<file path="src/rtl/shift_reg_seq_if.sv">
// Bus bundle for shift_reg_seq: control/data inputs plus register state outputs.
interface shift_reg_seq_if #(
  parameter int unsigned WIDTH = 8
);
  localparam int unsigned AW = $clog2(WIDTH + 1);

  logic [WIDTH-1:0] d;
  logic [2:0]       op;
  logic [AW-1:0]    amt;
  logic             start;
  logic             ser_in;
  logic [WIDTH-1:0] q;
  logic [WIDTH-1:0] nq;
  logic             ser_out;
  logic             busy;
  logic             done;

  modport master (
    output d, op, amt, start, ser_in,
    input  q, nq, ser_out, busy, done
  );

  modport slave (
    input  d, op, amt, start, ser_in,
    output q, nq, ser_out, busy, done
  );
endinterface

</file>
<file path="src/rtl/shift_reg_seq.sv">
// WIDTH-bit register with load/clear and multi-cycle shift/rotate, start/busy/done handshake.
// Optional macro ARITH_SHIFT_EN turns op 011 into an arithmetic right shift (else it is SHR).
module shift_reg_seq #(
  parameter int unsigned WIDTH = 8
) (
  input logic           clk,
  input logic           reset,
  shift_reg_seq_if.slave bus
);
  localparam int unsigned AW = $clog2(WIDTH + 1);

  localparam logic [2:0] OP_NOP   = 3'b000;
  localparam logic [2:0] OP_LOAD  = 3'b001;
  localparam logic [2:0] OP_CLEAR = 3'b010;
  localparam logic [2:0] OP_SHL   = 3'b100;
  localparam logic [2:0] OP_ROL   = 3'b110;
  localparam logic [2:0] OP_ROR   = 3'b111;
`ifdef ARITH_SHIFT_EN
  localparam logic [2:0] OP_ASR   = 3'b011;
`endif

  typedef enum logic {IDLE, SHIFT} state_t;

  state_t           state, state_n;
  logic [WIDTH-1:0] q_r, q_n;
  logic             so_r, so_n;
  logic             busy_r, busy_n;
  logic             done_r, done_n;
  logic [2:0]       op_r, op_n;
  logic [AW-1:0]    cnt, cnt_n;
  logic [AW-1:0]    amt_sat;
  logic [WIDTH-1:0] step_q;
  logic             step_so;

  assign amt_sat = (bus.amt > AW'(WIDTH)) ? AW'(WIDTH) : bus.amt;

  // One single-bit step of the latched shift/rotate op
  always_comb begin
    step_q  = q_r;
    step_so = so_r;
    case (op_r)
      OP_SHL: begin
        step_q  = {q_r[WIDTH-2:0], bus.ser_in};
        step_so = q_r[WIDTH-1];
      end
      OP_ROL: begin
        step_q  = {q_r[WIDTH-2:0], q_r[WIDTH-1]};
        step_so = q_r[WIDTH-1];
      end
      OP_ROR: begin
        step_q  = {q_r[0], q_r[WIDTH-1:1]};
        step_so = q_r[0];
      end
`ifdef ARITH_SHIFT_EN
      OP_ASR: begin
        step_q  = {q_r[WIDTH-1], q_r[WIDTH-1:1]};
        step_so = q_r[0];
      end
`endif
      default: begin
        step_q  = {bus.ser_in, q_r[WIDTH-1:1]};
        step_so = q_r[0];
      end
    endcase
  end

  // Next-state and registered-output logic
  always_comb begin
    state_n = state;
    q_n     = q_r;
    so_n    = so_r;
    busy_n  = busy_r;
    done_n  = 1'b0;
    op_n    = op_r;
    cnt_n   = cnt;
    case (state)
      IDLE: begin
        if (bus.start) begin
          case (bus.op)
            OP_NOP:   done_n = 1'b1;
            OP_LOAD: begin
              q_n    = bus.d;
              done_n = 1'b1;
            end
            OP_CLEAR: begin
              q_n    = '0;
              done_n = 1'b1;
            end
            default: begin
              if (amt_sat == '0) begin
                done_n = 1'b1;
              end else begin
                state_n = SHIFT;
                busy_n  = 1'b1;
                cnt_n   = amt_sat;
                op_n    = bus.op;
              end
            end
          endcase
        end
      end
      SHIFT: begin
        q_n   = step_q;
        so_n  = step_so;
        cnt_n = cnt - AW'(1);
        if (cnt == AW'(1)) begin
          state_n = IDLE;
          busy_n  = 1'b0;
          done_n  = 1'b1;
        end
      end
    endcase
  end

  always_ff @(posedge clk) begin
    if (reset) begin
      state  <= IDLE;
      q_r    <= '0;
      so_r   <= 1'b0;
      busy_r <= 1'b0;
      done_r <= 1'b0;
      op_r   <= OP_NOP;
      cnt    <= '0;
    end else begin
      state  <= state_n;
      q_r    <= q_n;
      so_r   <= so_n;
      busy_r <= busy_n;
      done_r <= done_n;
      op_r   <= op_n;
      cnt    <= cnt_n;
    end
  end

  assign bus.q       = q_r;
  assign bus.nq      = ~q_r;
  assign bus.ser_out = so_r;
  assign bus.busy    = busy_r;
  assign bus.done    = done_r;

endmodule
</file>
<file path="src/flat_wrapper.sv">
// flat-port wrapper written by rule: the top's interface ports become plain ports
module shift_reg_seq_flat 
#(
  parameter int unsigned WIDTH = 8
)
  (clk, reset, bus_d, bus_op, bus_amt, bus_start, bus_ser_in, bus_q, bus_nq, bus_ser_out, bus_busy, bus_done);
  shift_reg_seq_if #(.WIDTH(WIDTH)) bus_i ();
  input logic clk;
  input logic reset;
  input wire logic [$bits(bus_i.d)-1:0] bus_d;
  input wire logic [$bits(bus_i.op)-1:0] bus_op;
  input wire logic [$bits(bus_i.amt)-1:0] bus_amt;
  input wire logic [$bits(bus_i.start)-1:0] bus_start;
  input wire logic [$bits(bus_i.ser_in)-1:0] bus_ser_in;
  output wire logic [$bits(bus_i.q)-1:0] bus_q;
  output wire logic [$bits(bus_i.nq)-1:0] bus_nq;
  output wire logic [$bits(bus_i.ser_out)-1:0] bus_ser_out;
  output wire logic [$bits(bus_i.busy)-1:0] bus_busy;
  output wire logic [$bits(bus_i.done)-1:0] bus_done;
  assign bus_i.d = bus_d;
  assign bus_i.op = bus_op;
  assign bus_i.amt = bus_amt;
  assign bus_i.start = bus_start;
  assign bus_i.ser_in = bus_ser_in;
  assign bus_q = bus_i.q;
  assign bus_nq = bus_i.nq;
  assign bus_ser_out = bus_i.ser_out;
  assign bus_busy = bus_i.busy;
  assign bus_done = bus_i.done;
  shift_reg_seq #(.WIDTH(WIDTH)) u_core (.clk(clk), .reset(reset), .bus(bus_i));
endmodule
</file>
<file path="config.mk">
export PLATFORM = sky130hd
export DESIGN_NAME = shift_reg_seq_flat
export DESIGN_NICKNAME = d
export VERILOG_FILES = /design/src/rtl/shift_reg_seq_if.sv /design/src/rtl/shift_reg_seq.sv /design/src/flat_wrapper.sv
export SDC_FILE = /design/constraint.sdc
export NUM_CORES = 1
export LEC_CHECK = 0
export ABC_AREA = 1
export BUFFER_PORTS_ARGS = -buffer_cell sky130_fd_sc_hd__buf_4
export CAP_MARGIN = 20
export CORE_MARGIN = 2
export CORE_UTILIZATION = 50
export CTS_CLUSTER_DIAMETER = 100
export DETAILED_ROUTE_END_ITERATION = 12
export HOLD_SLACK_MARGIN = 0.02
export PLACE_DENSITY = 0.78
export SLEW_MARGIN = 20
export SYNTH_ARGS = -nofsm -noshare
export SYNTH_HDL_FRONTEND = slang
export SYNTH_SLANG_ARGS = --single-unit
</file>
<file path="constraint.sdc">
create_clock -name clk -period 2.4 [get_ports clk]
set_input_delay 0.36 -clock clk [delete_from_list [all_inputs] [get_ports clk]]
set_output_delay 0.36 -clock clk [all_outputs]
set_load 0.03 [all_outputs]
</file>
Word level (Yosys, flattened, before mapping)
Index checks and enable logic that the tools add are counted.
{"block": "classes", "n_eq_ne": 11, "div_mod_pow": 0, "n_reduce_logical": 8, "n_addsub": 1, "n_mux": 25, "shift": 0, "n_lt_le_gt_ge": 1, "bitwise_logic": 4, "multipliers": 0}
{"cell": "case mux 8 bit (2 select lines)", "n": 2}
{"cell": "case mux 8 bit (3 select lines)", "n": 1}
{"cell": "two-way mux 4 bit", "n": 4}
{"cell": "two-way mux 1 bit", "n": 13}
{"cell": "== test 3 bit, second input constant", "n": 3}
{"cell": "two-way mux 8 bit", "n": 1}
{"cell": "inequality test 2 bit, second input constant", "n": 4}
{"cell": "NOT 8 bit", "n": 1}
{"cell": "case mux 4 bit (2 select lines)", "n": 1}
{"cell": "AND reduction 4 bit", "n": 2}
{"cell": "case mux 1 bit (2 select lines)", "n": 3}
{"cell": "== test 4 x 1 -> 1 bit, second input constant", "n": 1}
{"cell": "> comparator 4 bit, second input constant", "n": 1}
{"cell": "logical NOT 4 bit", "n": 1}
{"cell": "subtractor 4 x 1 -> 4 bit, second input constant", "n": 1}
{"cell": "== test 3 x 1 -> 1 bit, second input constant", "n": 1}
{"cell": "== test 3 x 2 -> 1 bit, second input constant", "n": 1}
{"cell": "logical NOT 3 bit", "n": 1}
{"cell": "inequality test 3 bit, second input constant", "n": 1}
{"cell": "NOT 1 bit", "n": 3}
{"cell": "AND reduction 3 bit", "n": 1}
{"cell": "OR reduction 3 bit", "n": 1}
{"cell": "AND reduction 2 bit", "n": 1}
{"cell": "OR reduction 2 bit", "n": 1}
{"block": "totals", "latchBits": 0, "in_bits": 19, "mem_bits_rw": 0, "mem_count": 0, "romBits": 0, "out_inout_bits": 19, "register_bits": 19, "wordCells": 57}

Logic depth before layout (Yosys ltp)
{"block": "depth", "word_depth": 7, "depth_mapped": 8, "depth_no_buf": 8}

Worst setup path before layout
No wires, ideal clock.
{"block": "synth_timing", "kind": "register to output", "start": "register u_core.q_r[0], in the netlist u_core.bus.q[0]", "end": "output bus_nq[0]", "stages_incl_launch_ff": 2, "setup_slack_ns": 1.268, "arrival_ns": 0.772, "path_cell_list": "dfxtp_1 > inv_1"}
{"block": "synth_via", "elab_chain_cells": 1}
{"item": "start: declaration", "line_no": "shift_reg_seq.sv:25", "rtl": "logic [WIDTH-1:0] q_r, q_n;"}
{"item": "start signal: assignment", "line_no": "shift_reg_seq.sv:126", "rtl": "q_r <= q_n;"}
{"item": "NOT 8 bit", "line_no": "shift_reg_seq.sv:136", "rtl": "assign bus.nq = ~q_r;"}
{"item": "end: declaration", "line_no": "flat_wrapper.sv:16", "rtl": "output wire logic [$bits(bus_i.nq)-1:0] bus_nq;"}
No other way between the ends.

Final worst setup path
{"block": "layout_timing", "start": "register u_core.state", "end": "register u_core.cnt[1]"}
{"block": "layout_via", "elab_chain_cells": 3, "elab_cells_between_ends": 6, "cone_classes": "3 x eq/ne; 1 x mux; 1 x bitwise; 1 x reduce/logical"}
{"item": "start: declaration", "line_no": "shift_reg_seq.sv:24", "rtl": "state_t state, state_n;"}
{"item": "start signal: assignment", "line_no": "shift_reg_seq.sv:125", "rtl": "state <= state_n;"}
{"item": "NOT 1 bit", "line_no": "shift_reg_seq.sv:76", "rtl": "case (state)"}
{"item": "inequality test 2 bit (no line)"}
{"item": "AND reduction 3 bit (no line)"}
{"item": "end signal: assignment", "line_no": "shift_reg_seq.sv:131", "rtl": "cnt <= cnt_n;"}
{"item": "end: declaration", "line_no": "shift_reg_seq.sv:30", "rtl": "logic [AW-1:0] cnt, cnt_n;"}
Several ways; a longest one is shown, not always the timed one.
A chain may end at the register's enable or synchronous reset.

==> results list <==
* Run status: completed
* Sequential cell fraction of total power: 44.2%
* Routed length on met3: 154 microns
- Data on the critical path arrives at its endpoint at 1.67 ns.
* Syn_nets: 222
- Number of max-slew violations in the final report: 0
* Cell types occupying the most area after synthesis: sky130_fd_sc_hd__dfxtp_1 30%, sky130_fd_sc_hd__nand2_1 16%, sky130_fd_sc_hd__inv_1 8.7%
* Setup violators final: 0
- By startpoint and endpoint, the worst setup path is classified as register to register.
- Post-detailed-route via-to-cell ratio: 5.075
* HPWL Detailed: 2249 microns
* Number of top-level design ports: 38
- Minimum clock period: 1.464 ns
* Maximum fanout along the worst path: 16
- Switch share: 39.01%
- End of the worst register-to-register path: u_core.cnt[1]
* Number of buffers created by CTS: 3
- Number of antenna violations at the first check in global routing: 0
- Fmax: 683.1 MHz
- In this run the vertical extent of the chip is 54.15 microns.
- CTS placed an instance of sky130_fd_sc_hd__clkbuf_4 at the clock tree root.
- Unique cell type count in the Yosys netlist: 21
* Portion of the clock cycle consumed by the worst path in the final layout: 61.00%
* Cell-internal power: 0.0005303 W
* Worst min path class: primary input to register
* Hold slack: 0.3101 ns
- For this run, the number of Yosys warnings is 0.
* Count of instances resized after the clock tree is built: 0
- Setup repair after global routing left no endpoint under its margin.
* Leak pwr: 0.7645 nW
- The number of placed instances, taps included, is 263.
- Core region area: 0.002432 sq mm
- Summed over all instances, the cell type with the most area after synthesis is sky130_fd_sc_hd__dfxtp_1.
- At the pin with the least slew margin, the transition time is 0.5414 ns.
- The clock net in this run drives a total of 19 sinks.
* Share of post-route cells with drive strength above 1: 25.32%
- After detailed routing, the met2 layer carries 1423 microns of wire.
- In this run the remaining antenna-violating nets after routing total 0.
* Drt initial violations: 34
* Max capacitance violation total: 0
* Number of global-route vias before repair: 1131
- Post-Syn Instances: 201
* Congestion Overflow GR: 0
- TritonCTS built the clock tree.
- The final layout contains 259 nets.
- Crit end category: register
- Uppermost layer routed: met4
- Sequential cell area in the final layout: 380.4 sq um
* Final hold viol count: 0
- The synthesized netlist occupies a cell area of 0.001257 sq mm.
- The worst hold path terminates at u_core.bus.q[7].
- The worst register-to-register path begins at u_core.state.
- For this run, design rule violations remaining after detail routing come to 0.
* Worst reg-to-reg path cell count: 5
- Starting utilization of the core area: 51.70%
* Number of placement rows: 18
- Pre-antenna DRT Iters: 4
- The multi-input combinational cells in the finished layout cover a total of 733.2 sq um.
- Entering global routing, the biggest net connects 17 pins.
- In this run the register-to-register setup slack is 0.94 ns.
- In this run the tool buffered the top-level ports with 37 buffer cells.
- The average instance in the mapped netlist occupies 6.256 sq um.
- Max Root-Sink Buffers: 2
- In this run, the combinational gates consume 35.8% of the power.
- Clock-pin slew on the worst setup and hold paths: 0.12 ns
- Die Outline Area: 0.002932 sq mm
- Clock insertion delay at the later pin of the skew report: 0.30 ns
- Total net switching power: 0.0003392 W
- Dividing total power by cell area gives a power density of 551.9 mW/mm^2.
- In this run the biggest area consumer among cell types represents 30.25% of the synthesized area.
* Headroom to the max-slew limit: 63.86%
- For this run, the total global-route usage over all layers was measured as 22.65%.
- The worst hold path begins at bus_ser_in.
- Clock skew: 0.002880 ns
- For the worst setup path, the data required time is 2.61 ns.
- Sequential fraction of the synthesis area: 30.25%
- Wires add up to 2962 microns.
- From synthesis to final layout, the design area changed by 25.27%.
* Accumulated negative setup slack: 0 ns
- 0 antenna diodes ended up in the layout.
- Counting the fill cells in the layout gives 237.
- The number of setup buffers added after CTS is 0.
- Share of total power in the clock network: 20.1%
* Overall die width: 54.15 microns
- The first global-routing pass estimated 4885 microns of wire.
- Dividing the detail-routed wire length by the instance count gives 11.09 microns.
* Final GP Congestion: 0.7786
* Worst hold stages: 3
- Met1 routed wirelength after detailed routing: 1358 microns
* Element type at the critical path start: register
- The detailed router placed 1355 vias in this run.
* Number of levels the H-tree was split into: 1
* Post-Layout Cell Count: 267
- IR analysis of the VDD net gives a maximum drop of 0.4543 mV.
- After clock tree synthesis, the flow added hold-fix buffers numbering 0.
* FF+latch count, synth: 19
cell usage in the layout (no fill, tap or decap), types with 3 or more instances in the layout:
cell type                  netlist  layout
sky130_fd_sc_hd__inv_1          29      29
sky130_fd_sc_hd__nand2_1        55      55
sky130_fd_sc_hd__a21oi_2         7       7
sky130_fd_sc_hd__clkbuf_4        0       3
sky130_fd_sc_hd__a21oi_1        18      18
sky130_fd_sc_hd__inv_2           3       3
sky130_fd_sc_hd__buf_4           0      37
sky130_fd_sc_hd__nand3_1        21      21
sky130_fd_sc_hd__o21ai_1         9       9
sky130_fd_sc_hd__nand2_4         3       3
sky130_fd_sc_hd__nor2_1         19      19
sky130_fd_sc_hd__dfxtp_1        19      19
critical path, cell delays in order, from the launching register on:
cell and delay (ns):
sky130_fd_sc_hd__dfxtp_1 0.68, sky130_fd_sc_hd__inv_2 0.24, sky130_fd_sc_hd__nand2_1 0.22, sky130_fd_sc_hd__inv_1 0.08
sky130_fd_sc_hd__nor2_1 0.09, sky130_fd_sc_hd__nor2_1 0.05
cells by family (layout without fill, tap and decap cells):
group           count (synthesis)  count (layout)  synth area share, %
buf+inv                        37              73                11.44
fa+ha+maj                       2               2                1.990
compound gates                 35              35                16.02
simple gates                  107             107                39.60
flops                          19              19                30.25
xor+xnor                        1               1               0.6966
metal layers:
layer | global-route usage [%] | vias up
met5 | 0 | -
met4 | 5.000 | 0
met3 | 2.500 | 4
met2 | 38.76 | 47
met1 | 30.39 | 596
li1 | - | 708
metrics by stage:
stage          utilization (%)  cell area [sq um]  worst slack, ns   power, W
3_3_place_gp             63.68               1549            1.028  0.0006994
6_report                 64.76               1575           0.9361  0.0008695
2_1_floorplan                -               1257            1.268  0.0005977
5_1_grt                  64.76               1575           0.7746  0.0009223
4_1_cts                  64.76               1575           0.9596  0.0008703
3_5_place_dp             63.68               1549           0.9649  0.0007017
cell type report:
type / count / area share [%]
multi-input cells: 145 / 46.54
flip-flops and latches: 19 / 24.15
repair buffers: 37 / 17.63
inverters: 32 / 7.625
well taps: 30 / 2.383
clock buffers: 4 / 1.668
synthesized netlist by cell type (all sizes together):
master  count
a21oi      25
buf         5
dfxtp      19
ha          2
inv        32
nand2      59
nand3      23
nand4       2
nor2       23
o21ai      10
xor2        1
registers in the layout, indices dropped and copies added, names as in the netlist:
signal,cells
u_core.bus.q,8
u_core.cnt,4
u_core.bus.ser_out,1
u_core.bus.done,1
u_core.state,1
u_core.op_r,3
u_core.bus.busy,1
how the worst max path moves through the flow:
stage	start	endpoint	slack [ns]	cells past startpoint
after floorplan	u_core.bus.q[0]	bus_nq[0]	1.27	1
after global placement	u_core.state	u_core.cnt[3]	1.03	5
after detailed placement	u_core.state	u_core.cnt[1]	0.96	5
after CTS	u_core.state	u_core.cnt[1]	0.96	5
after global routing	u_core.state	u_core.bus.q[7]	0.77	5
final	u_core.state	u_core.cnt[1]	0.94	5
power by group through the flow:
stage	combinational (W)	sequential [W]	clock (W)
2_1_floorplan	0.000187	0.000411	0
4_1_cts	0.000312	0.000384	0.000175
6_report	0.000311	0.000384	0.000174
3_3_place_gp	0.000309	0.000391	0
3_5_place_dp	0.000311	0.000391	0
5_1_grt	0.000347	0.000390	0.000185
Note: power is estimated with default switching activity, not from simulation.
